[src/rtl/uart_pkg.sv]
// Shared constants and state types for the APB UART responder.
// Register offsets are word indices taken from paddr[3:2].
package uart_pkg;

    localparam logic [1:0] OFF_DATA   = 2'd0;
    localparam logic [1:0] OFF_STATUS = 2'd1;
    localparam logic [1:0] OFF_DIV    = 2'd2;
    localparam logic [1:0] OFF_CTRL   = 2'd3;

    localparam int ST_TX_BUSY   = 0;
    localparam int ST_THR_FULL  = 1;
    localparam int ST_RX_VALID  = 2;
    localparam int ST_OVERRUN   = 3;
    localparam int ST_FRAME_ERR = 4;

    localparam int CTRL_TX_EN     = 0;
    localparam int CTRL_RX_EN     = 1;
    localparam int CTRL_RX_IRQ_EN = 2;

    localparam logic [15:0] MIN_DIV = 16'd4;

    typedef enum logic [1:0] {
        TX_IDLE,
        TX_START,
        TX_DATA,
        TX_STOP
    } tx_state_t;

    typedef enum logic [1:0] {
        RX_IDLE,
        RX_START,
        RX_DATA,
        RX_STOP
    } rx_state_t;

    function automatic logic [15:0] clamp_div(input logic [15:0] v);
        return (v < MIN_DIV) ? MIN_DIV : v;
    endfunction

endpackage

[src/rtl/uart_responder_rx.sv]
// 8N1 receiver: two-flop synchroniser, mid-bit sampling FSM.
// byte_done_o / frame_err_o are single-cycle pulses; byte_o holds the last byte.
module uart_responder_rx
    import uart_pkg::*;
(
    input  logic        clk,
    input  logic        rst,
    input  logic        rx_i,
    input  logic        rx_en_i,
    input  logic [15:0] div_i,
    output logic [7:0]  byte_o,
    output logic        byte_done_o,
    output logic        frame_err_o
);

    logic        sync1_q, sync2_q, prev_q;
    rx_state_t   state_q, state_d;
    logic [15:0] cnt_q, cnt_d;
    logic [15:0] div_q, div_d;
    logic [2:0]  bit_q, bit_d;
    logic [7:0]  shift_q, shift_d;
    logic        done_q, done_d;
    logic        ferr_q, ferr_d;
    logic        fall;

    assign fall        = prev_q & ~sync2_q;
    assign byte_o      = shift_q;
    assign byte_done_o = done_q;
    assign frame_err_o = ferr_q;

    always_ff @(posedge clk) begin
        if (rst) begin
            sync1_q <= 1'b1;
            sync2_q <= 1'b1;
            prev_q  <= 1'b1;
            state_q <= RX_IDLE;
            cnt_q   <= '0;
            div_q   <= MIN_DIV;
            bit_q   <= '0;
            shift_q <= '0;
            done_q  <= 1'b0;
            ferr_q  <= 1'b0;
        end else begin
            sync1_q <= rx_i;
            sync2_q <= sync1_q;
            prev_q  <= sync2_q;
            state_q <= state_d;
            cnt_q   <= cnt_d;
            div_q   <= div_d;
            bit_q   <= bit_d;
            shift_q <= shift_d;
            done_q  <= done_d;
            ferr_q  <= ferr_d;
        end
    end

    always_comb begin
        state_d = state_q;
        cnt_d   = cnt_q;
        div_d   = div_q;
        bit_d   = bit_q;
        shift_d = shift_q;
        done_d  = 1'b0;
        ferr_d  = 1'b0;
        unique case (state_q)
            RX_IDLE: begin
                if (rx_en_i && fall) begin
                    state_d = RX_START;
                    div_d   = div_i;
                    cnt_d   = (div_i >> 1) - 16'd1;
                end
            end
            RX_START: begin
                if (cnt_q == '0) begin
                    // A line that is high again at mid-start was a glitch
                    if (sync2_q) begin
                        state_d = RX_IDLE;
                    end else begin
                        state_d = RX_DATA;
                        cnt_d   = div_q - 16'd1;
                        bit_d   = '0;
                    end
                end else begin
                    cnt_d = cnt_q - 16'd1;
                end
            end
            RX_DATA: begin
                if (cnt_q == '0) begin
                    shift_d = {sync2_q, shift_q[7:1]};
                    cnt_d   = div_q - 16'd1;
                    if (bit_q == 3'd7) begin
                        state_d = RX_STOP;
                    end else begin
                        bit_d = bit_q + 3'd1;
                    end
                end else begin
                    cnt_d = cnt_q - 16'd1;
                end
            end
            RX_STOP: begin
                if (cnt_q == '0) begin
                    state_d = RX_IDLE;
                    done_d  = sync2_q;
                    ferr_d  = ~sync2_q;
                end else begin
                    cnt_d = cnt_q - 16'd1;
                end
            end
        endcase
    end

endmodule

[src/rtl/uart_apb_responder.sv]
// APB3 completer with four-register map around an 8N1 UART.
// Zero-wait-state: pready/prdata/pslverr are combinational in the access phase.
module uart_apb_responder
    import uart_pkg::*;
#(
    parameter int AddressWidth = 20,
    parameter int DataWidth    = 32,
    parameter int DefaultDiv   = 16
) (
    input  logic                    clk,
    input  logic                    rst,
    input  logic [AddressWidth-1:0] paddr,
    input  logic                    psel,
    input  logic                    penable,
    input  logic                    pwrite,
    input  logic [DataWidth-1:0]    pwdata,
    output logic                    pready,
    output logic [DataWidth-1:0]    prdata,
    output logic                    pslverr,
    output logic                    tx_o,
    input  logic                    rx_i,
    output logic                    irq_o
);

    localparam logic [15:0] ResetDiv = 16'(DefaultDiv);

    logic        access, addr_err, thr_err, acc_err;
    logic        wr_ok, rd_ok, wr_data, rd_data;
    logic [1:0]  off;
    logic [15:0] rd16;

    logic [15:0] div_q, div_d;
    logic [2:0]  ctrl_q, ctrl_d;
    logic [7:0]  thr_q, thr_d;
    logic        thr_full_q, thr_full_d;
    logic [7:0]  rbr_q, rbr_d;
    logic        rxv_q, rxv_d;
    logic        ovr_q, ovr_d;
    logic        ferr_q, ferr_d;
    logic        irq_q;

    tx_state_t   tx_state_q, tx_state_d;
    logic [15:0] tx_cnt_q, tx_cnt_d;
    logic [15:0] tx_div_q, tx_div_d;
    logic [2:0]  tx_bit_q, tx_bit_d;
    logic [7:0]  tx_sh_q, tx_sh_d;
    logic        tx_q, tx_d;
    logic        tx_load, tx_busy;

    logic [7:0]  rx_byte;
    logic        rx_done, rx_ferr;
    logic        unused_bits;

    assign unused_bits = ^{pwdata[DataWidth-1:16], paddr[1:0]};

    assign off      = paddr[3:2];
    assign access   = psel & penable;
    assign addr_err = |paddr[AddressWidth-1:4];
    assign thr_err  = pwrite & (off == OFF_DATA) & thr_full_q;
    assign acc_err  = addr_err | thr_err;
    assign wr_ok    = access & pwrite & ~acc_err;
    assign rd_ok    = access & ~pwrite & ~acc_err;
    assign wr_data  = wr_ok & (off == OFF_DATA);
    assign rd_data  = rd_ok & (off == OFF_DATA);

    assign pready  = access;
    assign pslverr = access & acc_err;
    assign prdata  = rd_ok ? {{(DataWidth-16){1'b0}}, rd16} : '0;
    assign tx_o    = tx_q;
    assign irq_o   = irq_q;
    assign tx_busy = (tx_state_q != TX_IDLE);

    always_comb begin
        rd16 = '0;
        unique case (off)
            OFF_DATA:   rd16 = {8'h00, rbr_q};
            OFF_STATUS: begin
                rd16[ST_TX_BUSY]   = tx_busy;
                rd16[ST_THR_FULL]  = thr_full_q;
                rd16[ST_RX_VALID]  = rxv_q;
                rd16[ST_OVERRUN]   = ovr_q;
                rd16[ST_FRAME_ERR] = ferr_q;
            end
            OFF_DIV:    rd16 = div_q;
            OFF_CTRL:   rd16 = {13'd0, ctrl_q};
        endcase
    end

    uart_responder_rx u_rx (
        .clk         (clk),
        .rst         (rst),
        .rx_i        (rx_i),
        .rx_en_i     (ctrl_q[CTRL_RX_EN]),
        .div_i       (div_q),
        .byte_o      (rx_byte),
        .byte_done_o (rx_done),
        .frame_err_o (rx_ferr)
    );

    always_comb begin
        div_d  = div_q;
        ctrl_d = ctrl_q;
        thr_d  = thr_q;
        rbr_d  = rbr_q;
        rxv_d  = rxv_q;
        ovr_d  = ovr_q;
        ferr_d = ferr_q;
        if (wr_ok) begin
            unique case (off)
                OFF_DATA:   thr_d = pwdata[7:0];
                OFF_STATUS: begin
                    if (pwdata[ST_OVERRUN])   ovr_d  = 1'b0;
                    if (pwdata[ST_FRAME_ERR]) ferr_d = 1'b0;
                end
                OFF_DIV:    div_d  = clamp_div(pwdata[15:0]);
                OFF_CTRL:   ctrl_d = pwdata[2:0];
            endcase
        end
        if (rd_data) rxv_d = 1'b0;
        // A read on the completion edge frees RBR, so the new byte lands
        if (rx_done) begin
            if (rxv_q && !rd_data) begin
                ovr_d = 1'b1;
            end else begin
                rbr_d = rx_byte;
                rxv_d = 1'b1;
            end
        end
        if (rx_ferr) ferr_d = 1'b1;
    end

    always_comb begin
        tx_state_d = tx_state_q;
        tx_cnt_d   = tx_cnt_q;
        tx_div_d   = tx_div_q;
        tx_bit_d   = tx_bit_q;
        tx_sh_d    = tx_sh_q;
        tx_d       = tx_q;
        thr_full_d = thr_full_q;
        tx_load    = 1'b0;
        unique case (tx_state_q)
            TX_IDLE: tx_load = thr_full_q & ctrl_q[CTRL_TX_EN];
            TX_START: begin
                if (tx_cnt_q == '0) begin
                    tx_state_d = TX_DATA;
                    tx_d       = tx_sh_q[0];
                    tx_sh_d    = {1'b0, tx_sh_q[7:1]};
                    tx_bit_d   = '0;
                    tx_cnt_d   = tx_div_q - 16'd1;
                end else begin
                    tx_cnt_d = tx_cnt_q - 16'd1;
                end
            end
            TX_DATA: begin
                if (tx_cnt_q == '0) begin
                    tx_cnt_d = tx_div_q - 16'd1;
                    if (tx_bit_q == 3'd7) begin
                        tx_state_d = TX_STOP;
                        tx_d       = 1'b1;
                    end else begin
                        tx_d     = tx_sh_q[0];
                        tx_sh_d  = {1'b0, tx_sh_q[7:1]};
                        tx_bit_d = tx_bit_q + 3'd1;
                    end
                end else begin
                    tx_cnt_d = tx_cnt_q - 16'd1;
                end
            end
            TX_STOP: begin
                if (tx_cnt_q == '0) begin
                    tx_load = thr_full_q & ctrl_q[CTRL_TX_EN];
                    if (!tx_load) tx_state_d = TX_IDLE;
                end else begin
                    tx_cnt_d = tx_cnt_q - 16'd1;
                end
            end
        endcase
        if (tx_load) begin
            tx_state_d = TX_START;
            tx_sh_d    = thr_q;
            tx_div_d   = div_q;
            tx_cnt_d   = div_q - 16'd1;
            tx_d       = 1'b0;
            thr_full_d = 1'b0;
        end
        if (wr_data) thr_full_d = 1'b1;
    end

    always_ff @(posedge clk) begin
        if (rst) begin
            div_q      <= ResetDiv;
            ctrl_q     <= '0;
            thr_q      <= '0;
            thr_full_q <= 1'b0;
            rbr_q      <= '0;
            rxv_q      <= 1'b0;
            ovr_q      <= 1'b0;
            ferr_q     <= 1'b0;
            irq_q      <= 1'b0;
            tx_state_q <= TX_IDLE;
            tx_cnt_q   <= '0;
            tx_div_q   <= ResetDiv;
            tx_bit_q   <= '0;
            tx_sh_q    <= '0;
            tx_q       <= 1'b1;
        end else begin
            div_q      <= div_d;
            ctrl_q     <= ctrl_d;
            thr_q      <= thr_d;
            thr_full_q <= thr_full_d;
            rbr_q      <= rbr_d;
            rxv_q      <= rxv_d;
            ovr_q      <= ovr_d;
            ferr_q     <= ferr_d;
            irq_q      <= ctrl_q[CTRL_RX_IRQ_EN] & (rxv_q | ovr_q | ferr_q);
            tx_state_q <= tx_state_d;
            tx_cnt_q   <= tx_cnt_d;
            tx_div_q   <= tx_div_d;
            tx_bit_q   <= tx_bit_d;
            tx_sh_q    <= tx_sh_d;
            tx_q       <= tx_d;
        end
    end

endmodule
[config.mk]
export PLATFORM = sky130hd
export DESIGN_NAME = uart_apb_responder
export DESIGN_NICKNAME = d
export VERILOG_FILES = /design/src/rtl/uart_pkg.sv /design/src/rtl/uart_responder_rx.sv /design/src/rtl/uart_apb_responder.sv
export SDC_FILE = /design/constraint.sdc
export NUM_CORES = 1
export LEC_CHECK = 0
export CAP_MARGIN = 20
export CORE_UTILIZATION = 52
export CTS_CLUSTER_DIAMETER = 60
export DETAILED_ROUTE_END_ITERATION = 10
export GPL_ROUTABILITY_DRIVEN = 0
export PLACE_DENSITY = 0.76
export SLEW_MARGIN = 20
export SYNTH_ARGS = -nofsm -noshare
export SYNTH_HDL_FRONTEND = slang
export SYNTH_SLANG_ARGS = --single-unit
[constraint.sdc]
create_clock -name clk -period 3.17 [get_ports clk]
set_input_delay 0.634 -clock clk [delete_from_list [all_inputs] [get_ports clk]]
set_output_delay 0.634 -clock clk [all_outputs]
set_load 0.02 [all_outputs]
==> results.md, run 1 <==
* DR vias at between 7000 and 8000
* Rel. slew slack at approximately a third
* Die footprint at between 15000 and 20000 um^2
* Sink Count at ~140
* DRC at 0
* Setup violations, final at 11
* RSZ-0062 raised after global routing: yes
* Die W at 127.7 um
* Critical Path Source Type: input port
* Netlist cell types at 82
* Worst path top cell family by delay: simple AND/OR/NAND/NOR gates
* Initial antenna violation count at 0
* Reg2reg setup slack at ~0.36 ns
* CP Class: input port to output pin
* Failing checks: setup timing
* DR WL/cell at ~17 um
* Worst min path class: flip-flop to flip-flop
* Synth area leader: dfxtp_1
* Std cell rows at 45
* Clock skew at approximately 0.01 ns
* Top area cells in the synthesized netlist: dfxtp_1, nand2_1, a21oi_1
* Most frequently used flop master after synthesis: dfxtp_1
* Combinational share of power at 35.7%
* Final nets at approximately 1200
* Max Clock Freq at approximately 0.30 GHz
* Util after Layout at between 60% and 70%
* Fin area at approximately 9700 um^2
* Tcrit/Tclk final at 106.5%
* CP bufs+invs at 3
* Sw Pwr at between 2 and 2.5 mW
* Warnings, synthesis at 0
* Pre-Repair DR Iteration Count at 6
* Cell Area, Placed at approximately 9000 um^2
* Gr ovfl total at 0
* Core Area at about 15000 um^2
* Critical Path Sink Type: output pin
* Post-CTS Setup Bufs at 0
* Final WL at 22710 um
* Cell with the most instances after synthesis: nand2_1
* Max VDD drop at roughly 0.00042 V
* Asr flop ratio synth at 0%
* Max-slew violations at 0
* Top cell type's share of synthesized area at between 30% and 40%
* Mapped Cells at 1058
* Sequential cell area fraction in the yosys report at about 33%
* Non-Filler Instances at ~1300
* Internal power at 3.940 mW
* Worst path slowest cell: or4_4
* Largest net degree at the start of global routing at 75
* Die height at 127.7 um
* Worst skew pair latency at about 0.43 ns
* CTS max path bufs at 2
* Buffers added on ports at between 50 and 60
* Clk slew on worst S/H paths at 0.06 ns
* Cts bufs inserted at 17
* Switching share of power at 37.69%
* CTS root buf: clkbuf_16
* TNS Setup at -1.861 ns
* PD cells at approximately 650 nW/um^2
* Starting Density at 53.64%
* Crit path cell chain: buf_6, or4_4, a31o_4, or4_4, nor3b_4, buf_6, a22o_1, buf_6
* Clock Power Share at between 30 and 40%
* Required time of the critical path at between 2 and 3 ns
* Largest stage delay, worst path at between 0.5 and 0.6 ns
* Htree depth at 4
* Final setup margin at -0.2069 ns
* CTS tree: yes
* Final hold vios at 0
* Share of post-route cells with drive strength above 1 at between 10% and 20%
* Vias in the first global route at 7455
* Number of synthesized flops with an enable pin at 0
* IO Pins at 94
* Ant diodes at 0
* Status: finished with violations
* Mapped Area at 8214 um^2
* Seq cells post-synth at around 140
* Syn_area_per_cell at 7.764 um^2
* Antenna Violating Nets Remaining at 0
* Worst Path Max Fanout at 6
* Crit path time final at approximately 3.4 ns
* Worst slew pin tran at between 0.9 and 1 ns
* Drt first-iter violations at about 860
* Hold_ws at about 0.43 ns
* Register share of total power at roughly a third
* Dpl hpwl at between 15000 and 20000 um
* Synth cell count leaders: nand2_1, dfxtp_1, a21oi_1
* Max Cap Viol at 0
* Placed Cells at 1286
* Vias per Instance at 5.953
* Most frequent CP cell: buf_6
* CP Data Arrival Time at around 2.7 ns
* Leakage at 3.812 nW
* First-pass GRT wire length at between 30000 and 40000 um
* GRT Overall Usage at 28.79%
* Area delta synth->final at 17.56%
-- area by class of cell --
cell class,instances,area [um^2]
inverter,25,93.84
multi-input combinational,819,5087
timing repair buffer,96,882.1
clock inverter,15,181.4
tap,211,264.0
clock buffer,17,425.4
sequential,136,2723
fill,1338,5658
-- power groups by stage --
stage	sequential [mW]	combinational [mW]	clock (mW)
finish	2.00	2.26	2.07
global route	2.01	2.49	2.17
CTS	1.99	2.22	2.08
detailed placement	2.03	2.20	0
global placement	2.02	2.18	0
floorplan	1.99	1.72	0
-- sequential cells by signal (all words and copies together), names as in the netlist, 2 cells and up, named ones only --
signal and flops:
tx_div_q 16, tx_sh_q 8, ctrl_q 3, thr_q 8, tx_cnt_q 16, div_q 16
u_rx.cnt_q 16, rbr_q 8, u_rx.byte_o 8, u_rx.div_q 16, tx_bit_q 3, u_rx.bit_q 3
tx_state_q 2
-- layout by cell type (no fill, tap or decap), types with 7 or more instances in the layout --
cell type / n
nand2_1: 153
dfxtp_1: 136
a21oi_1: 109
nor2_1: 91
xnor2_1: 41
buf_4: 36
nand3_1: 32
nor3_1: 31
o21ai_0: 31
mux2i_1: 30
clkdlybuf4s50_1: 29
nor4_1: 26
inv_1: 25
xor2_1: 25
ha_1: 24
clkbuf_16: 17
conb_1: 16
buf_6: 15
a211oi_1: 13
o211ai_1: 11
o31ai_1: 11
or2_2: 10
or4_1: 10
nand4_1: 9
dlymetal6s2s_1: 9
nor2b_1: 8
or3_1: 7
a311oi_1: 7
-- layer usage --
| layer | GRT usage [%] | vias up | routed length [um] |
|---|---|---|---|
| met2 | 47.25 | 302 | 10710 |
| met4 | 11.42 | 0 | 582 |
| met3 | 5.175 | 56 | 1331 |
| met5 | 0 | - | 0 |
| li1 | - | 3817 | - |
| met1 | 37.57 | 3677 | 10090 |
-- per-stage QoR --
step	worst slack [ns]	power, mW
floorplan	-0.03295	3.704
global placement	-0.8410	4.200
detailed placement	-0.8858	4.223
CTS	-0.2107	6.288
global route	-0.2494	6.666
finish	-0.2069	6.324
-- path summary, 6_finish.rpt --
path / from / end / cells after the start
max: paddr[8] / prdata[5] / 8
min: u_rx.sync1_q / u_rx.sync2_q / 1
min reg2reg: u_rx.sync1_q / u_rx.sync2_q / 1
max reg2reg: div_q[2] / tx_cnt_q[11] / 8
-- timing repair --
action,in CTS,in global routing
hold buffers,0,0
cloned,1,0
setup endpoints to repair,17,13
gates resized for setup,112,12
pin swaps,4,8
-- cell families after synthesis --
kind of cell / share of synthesized area (%)
AOI/OAI and AO/OA: 19.25
DFF: 33.15
muxes: 4.341
xor gates and xnor gates: 7.037
adders and majority gates: 3.656
and+or+nand+nor: 26.09
other: 0.04565
buffers and inverters: 6.428
Note: power is estimated with default switching activity, not from simulation.
==> run 2: changes to the inputs <==
--- a/config.mk
+++ b/config.mk
@@ -5,12 +5,12 @@
 export SDC_FILE = /design/constraint.sdc
 export NUM_CORES = 1
 export LEC_CHECK = 0
-export CAP_MARGIN = 20
-export CORE_UTILIZATION = 52
+export CORE_UTILIZATION = 53
+export CTS_BUF_LIST = sky130_fd_sc_hd__clkbuf_4
 export CTS_CLUSTER_DIAMETER = 60
 export DETAILED_ROUTE_END_ITERATION = 10
 export GPL_ROUTABILITY_DRIVEN = 0
-export PLACE_DENSITY = 0.76
+export PLACE_DENSITY = 0.77
 export SLEW_MARGIN = 20
 export SYNTH_ARGS = -nofsm -noshare
 export SYNTH_HDL_FRONTEND = slang
==> results.md, run 2 (synthesis gave the netlist of run 1 again) <==
* Gr ovfl total at 0 (unchanged)
* RSZ-0062 raised after global routing: yes
* Max Clock Freq at 0.2949 GHz (-0.40%)
* Htree depth at 4 (unchanged)
* Origin of the worst setup path: paddr[11]
* Non-Filler Instances at 1297 (-1.7%)
* Drt first-iter violations at 881 (+2.7%)
* Reg2reg setup slack at 0.41 ns (+0.05 ns)
* Worst skew pair latency at 0.57 ns (+0.14 ns)
* Cts bufs inserted at 17 (unchanged)
* CTS max path bufs at 2 (unchanged)
* Final nets at 1178 (+0.085%)
* DR WL/cell at 17.42 um (+1.1%)
* IO Pins at 94 (unchanged)
* Worst min path class: input port to flip-flop
* CTS tree: yes
* Worst Hold Depth at 2 (+1)
* Commonest cells after routing, fill and taps aside: nand2_1, dfxtp_1, a21oi_1
* Critical Path Sink Type: output pin
* HP Start: rst
* Final setup margin at -0.2205 ns (-0.01360 ns)
* Antenna Violating Nets Remaining at 0 (unchanged)
* Std cell rows at 45 (unchanged)
* Required time of the critical path at 2.54 ns (about the same)
* First-pass GRT wire length at 37320 um (about the same)
* Final hold vios at 0 (unchanged)
* Reg2Reg Depth at 8 (unchanged)
* Clk slew on worst S/H paths at 0.13 ns (+0.07 ns)
* Largest net degree at the start of global routing at 64 (-15%)
* Placed Cells at 1264 (-1.7%)
* Fill count at 1373 (+2.6%)
* Area delta synth->final at 13.72%
* Sink Count at 136 (unchanged)
* Pwr Total at 5.447 mW (-14%)
* Multi-input gate area at 5094 um^2 (+0.12%)
* Buffers added on ports at 59 (unchanged)
* Tcrit/Tclk final at 107.0% (+0.43 points)
* DR vias at 7944 (+1.2%)
* Crit path time final at 3.390 ns (+0.01360 ns)
* Critical Path Source Type: input port
* GRT Overall Usage at 29.07% (+0.28 points)
* Leakage at 3.666 nW (-3.8%)
* CP Class: input port to output pin
* Pre-Repair DR Iteration Count at 8 (+2)
* Clock skew at 0.02968 ns (+0.01979 ns)
* TNS Setup at -2.109 ns (-0.2481 ns)
* Worst Path Max Fanout at 6 (unchanged)
* CP Data Arrival Time at 2.76 ns (+0.02 ns)
* Die W at 126.5 um (-0.94%)
* Die footprint at 16000 um^2 (-1.9%)
* Worst slew pin tran at 1.000 ns (+0.03278 ns)
* Die height at 126.5 um (-0.94%)
* CTS root buf: clkbuf_4
* Dpl hpwl at 16100 um (+1.3%)
* Vias in the first global route at 7347 (-1.4%)
* Ant diodes at 0 (unchanged)
* Max Cap Viol at 0 (unchanged)
* Final WL at 22590 um (-0.54%)
* Max VDD drop at 0.0004644 V (+11%)
* Failing checks: setup timing
* Hold Buf Count CTS at 0 (unchanged)
* Starting Density at 54.23% (+0.60 points)
* Hold EP: div_q[13]
* Rel. slew slack at 32.91% (-2.2 points)
* Most common cell after layout, fill and taps aside: nand2_1
* Max-slew violations at 0 (unchanged)
* Vias per Instance at 6.125 (+2.9%)
* DRC at 0 (unchanged)
* Reg2reg start: tx_cnt_q[0]
* Share of post-route cells with drive strength above 1 at 12.44% (about the same)
* Setup violations, final at 11 (unchanged)
* Initial antenna violation count at 0 (unchanged)
* Status: finished with violations
* Core Area at 15150 um^2 (-1.1%)
* R2R Path End: tx_sh_q[3]
* PD cells at 583.1 nW/um^2 (-11%)
* Reg area at 2723 um^2 (unchanged)
-- run 2: cell type report --
type                            instances  share of cell area, %
Inverter                               25                  1.005
Sequential cell                       136                  29.15
Clock buffer                           17                  1.366
Tap cell                              188                  2.518
Clock inverter                         15                  1.701
Timing Repair Buffer                   97                  9.737
Multi-Input combinational cell        819                  54.53
-- run 2: per-layer routing --
metal / part of all wire [%] / vias up / track usage (%) / wire length [um]
met3: 6.6 / 62 / 6.284 / 1502
met1: 44 / 3732 / 38.51 / 9833
met2: 47 / 334 / 46.31 / 10590
li1: - / 3816 / - / -
met4: 2.9 / 0 / 11.13 / 666
met5: 0 / - / 0 / 0
-- run 2: how the worst max path moves through the flow --
stage	slack, ns	cells after the start	endpoint
CTS	-0.21	8	prdata[7]
detailed placement	-0.89	8	prdata[9]
floorplan	-0.03	7	prdata[6]
global route	-0.25	8	prdata[7]
finish	-0.22	8	prdata[7]
global placement	-0.87	8	prdata[6]
-- run 2: what timing repair did --
action                                  CTS  global route
gates cloned                              1             0
pin swaps                                 5             9
gates resized for setup                 110            13
setup buffers                             0             0
endpoints found under the setup margin   17            13
-- run 2: through the flow --
step	instance area, um^2	setup WS (ns)	utilization, %	hold slack [ns]
2_1_floorplan	8280	-0.03295	-	0.3895
3_5_place_dp	8970	-0.8884	59.22	0.4257
6_report	9341	-0.2205	61.68	0.4182
5_1_grt	9341	-0.2520	61.68	0.3753
3_3_place_gp	8970	-0.8688	59.22	0.4190
4_1_cts	9291	-0.2069	61.35	0.3831
-- run 2: power by group --
group          switching, mW  leakage [nW]  internal [mW]
registers              0.161          1.10           1.83
logic                   1.36          2.42          0.926
clock network          0.751         0.146          0.419
-- run 2: worst max-delay path: stages --
cell and delay (ns):
buf_6 0.09, or4_4 0.52, a31o_4 0.22, or4_4 0.52, nor3b_4 0.31, buf_6 0.17
a22o_1 0.16, buf_6 0.12
==> run 3: changes to the inputs <==
--- a/config.mk
+++ b/config.mk
@@ -15,3 +15,4 @@
 export SYNTH_ARGS = -nofsm -noshare
 export SYNTH_HDL_FRONTEND = slang
 export SYNTH_SLANG_ARGS = --single-unit
+export TNS_END_PERCENT = 20
==> results.md, run 3 (synthesis gave the netlist of run 1 again) <==
* Status: finished with violations
* Failing checks: setup timing
* Worst Path Max Fanout at 6 (unchanged)
* Rel. slew slack at 37.33% (+4.4 points)
* PD cells at 588.2 nW/um^2 (+0.87%)
* DRC at 0 (unchanged)
* TNS Setup at -2.487 ns (-0.3780 ns)
* Starting Density at 54.23% (unchanged)
* CP Class: input port to output pin
* Drt first-iter violations at 819 (-7.0%)
* Max Clock Freq at 0.2922 GHz (-0.94%)
* Worst min path class: flip-flop to flip-flop
* CTS root buf: clkbuf_4
* Gr ovfl total at 0 (unchanged)
* Reg2reg setup slack at 0.42 ns (about the same)
* Clk slew on worst S/H paths at 0.14 ns (about the same)
* Commonest cells after routing, fill and taps aside: nand2_1, dfxtp_1, a21oi_1
* Pwr Total at 5.510 mW (+1.2%)
* DR WL/cell at 17.58 um (+0.92%)
* Die footprint at 16000 um^2 (unchanged)
* Pre-Repair DR Iteration Count at 6 (-2)
* Leakage at 3.683 nW (+0.47%)
* Max VDD drop at 0.0003702 V (-20%)
* Crit path time final at 3.423 ns (+0.03204 ns)
* Ant diodes at 0 (unchanged)
* Antenna Violating Nets Remaining at 0 (unchanged)
* DR vias at 7945 (+0.013%)
* Worst path top cell family by delay: simple AND/OR/NAND/NOR gates
* Max Cap Viol at 0 (unchanged)
* Most common cell after layout, fill and taps aside: nand2_1
* Htree depth at 4 (unchanged)
* Critical Path Sink Type: output pin
* Vias in the first global route at 7531 (+2.5%)
* IO Pins at 94 (unchanged)
* Final hold vios at 0 (unchanged)
* Hold Buf Count CTS at 0 (unchanged)
* Reg area at 2723 um^2 (unchanged)
* Dpl hpwl at 16160 um (+0.36%)
* Crit path cell chain: buf_6, or4_4, a31o_4, or4_4, nor3b_4, buf_6, a22o_1, buf_6
* Cts bufs inserted at 17 (unchanged)
* Clock skew at 0.02018 ns (-0.009500 ns)
* Vias per Instance at 6.121 (about the same)
* RSZ-0062 raised after global routing: yes
* Setup violations, final at 16 (+5)
* Max-slew violations at 0 (unchanged)
* CTS max path bufs at 2 (unchanged)
* Multi-input gate area at 5085 um^2 (-0.17%)
* Most frequent CP cell: buf_6
* Share of post-route cells with drive strength above 1 at 12.43% (about the same)
* First-pass GRT wire length at 37970 um (+1.8%)
* CP Data Arrival Time at 2.79 ns (+0.03 ns)
* Final nets at 1179 (+0.085%)
* GRT Overall Usage at 29.51% (+0.44 points)
* Die height at 126.5 um (unchanged)
* Fill count at 1334 (-2.8%)
* Critical Path Source Type: input port
* Largest stage delay, worst path at 0.53 ns (about the same)
* Initial antenna violation count at 0 (unchanged)
* Area delta synth->final at 14.04%
* Tcrit/Tclk final at 108.0% (+1.0 points)
* CTS tree: yes
* Sink Count at 136 (unchanged)
* Die W at 126.5 um (unchanged)
* Required time of the critical path at 2.54 ns (about the same)
* Worst path slowest cell: or4_4
* Std cell rows at 45 (unchanged)
* Worst slew pin tran at 0.9337 ns (-0.06656 ns)
* Core Area at 15150 um^2 (unchanged)
* Largest net degree at the start of global routing at 65 (+1.6%)
* Final setup margin at -0.2525 ns (-0.03204 ns)
* CP bufs+invs at 3 (unchanged)
* Worst skew pair latency at 0.58 ns (about the same)
* Final WL at 22810 um (+1.0%)
* Buffers added on ports at 59 (unchanged)
[run 3: changes by cell type in the layout (fill, tap and decap cells not counted), sizes merged]
cell,before,now
clkdlybuf4s50,30,29
bufinv,1,2
clkinv,3,4
clkinvlp,3,2
dlygate4sd2,1,0
dlymetal6s2s,8,9
inv,33,32
buf,57,59
[run 3: through the flow]
step	util (%)	hold WS [ns]	area [um^2]	instances	setup WS, ns
6_report	61.85	0.4474	9368	1298	-0.2525
5_1_grt	61.85	0.4649	9368	1298	-0.2916
4_1_cts	61.36	0.4451	9294	1296	-0.2258
3_5_place_dp	59.06	0.4151	8945	1262	-0.9083
3_3_place_gp	59.06	0.4191	8945	1262	-0.8652
2_1_floorplan	-	0.3895	8270	1073	-0.03374
[run 3: path summary, 6_finish.rpt]
path / start / to / cells after the start
worst max register to register: div_q[2] / tx_cnt_q[11] / 8
worst max-delay path: paddr[10] / prdata[7] / 8
worst min register to register: u_rx.sync1_q / u_rx.sync2_q / 1
worst min-delay path: u_rx.sync1_q / u_rx.sync2_q / 1
[run 3: final cells by class]
type	count	area share, %
inverter	25	1.002
timing repair buffer	98	9.817
multi-input combinational	819	54.28
clock inverter	15	1.963
clock buffer	17	1.362
sequential	136	29.06
tap	188	2.511
[run 3: what timing repair did]
action	in CTS	in global routing
setup endpoints to repair	17	16
buffers inserted	1	2
cloned	1	0
gates resized for setup	111	19
pin swaps	6	7
[run 3: per-layer routing]
layer / vias up / global-route usage [%] / wire length, um / share of wire [%]
met5: - / 0 / 0 / 0
met4: 0 / 11.98 / 724 / 3.2
met3: 67 / 5.399 / 1430 / 6.3
met2: 320 / 48.03 / 10680 / 47
met1: 3741 / 38.61 / 9980 / 44
li1: 3817 / - / - / -
[run 3: power breakdown]
part / internal [mW] / switching [mW]
logic: 0.922 / 1.34
registers: 1.83 / 0.159
clock network: 0.499 / 0.756
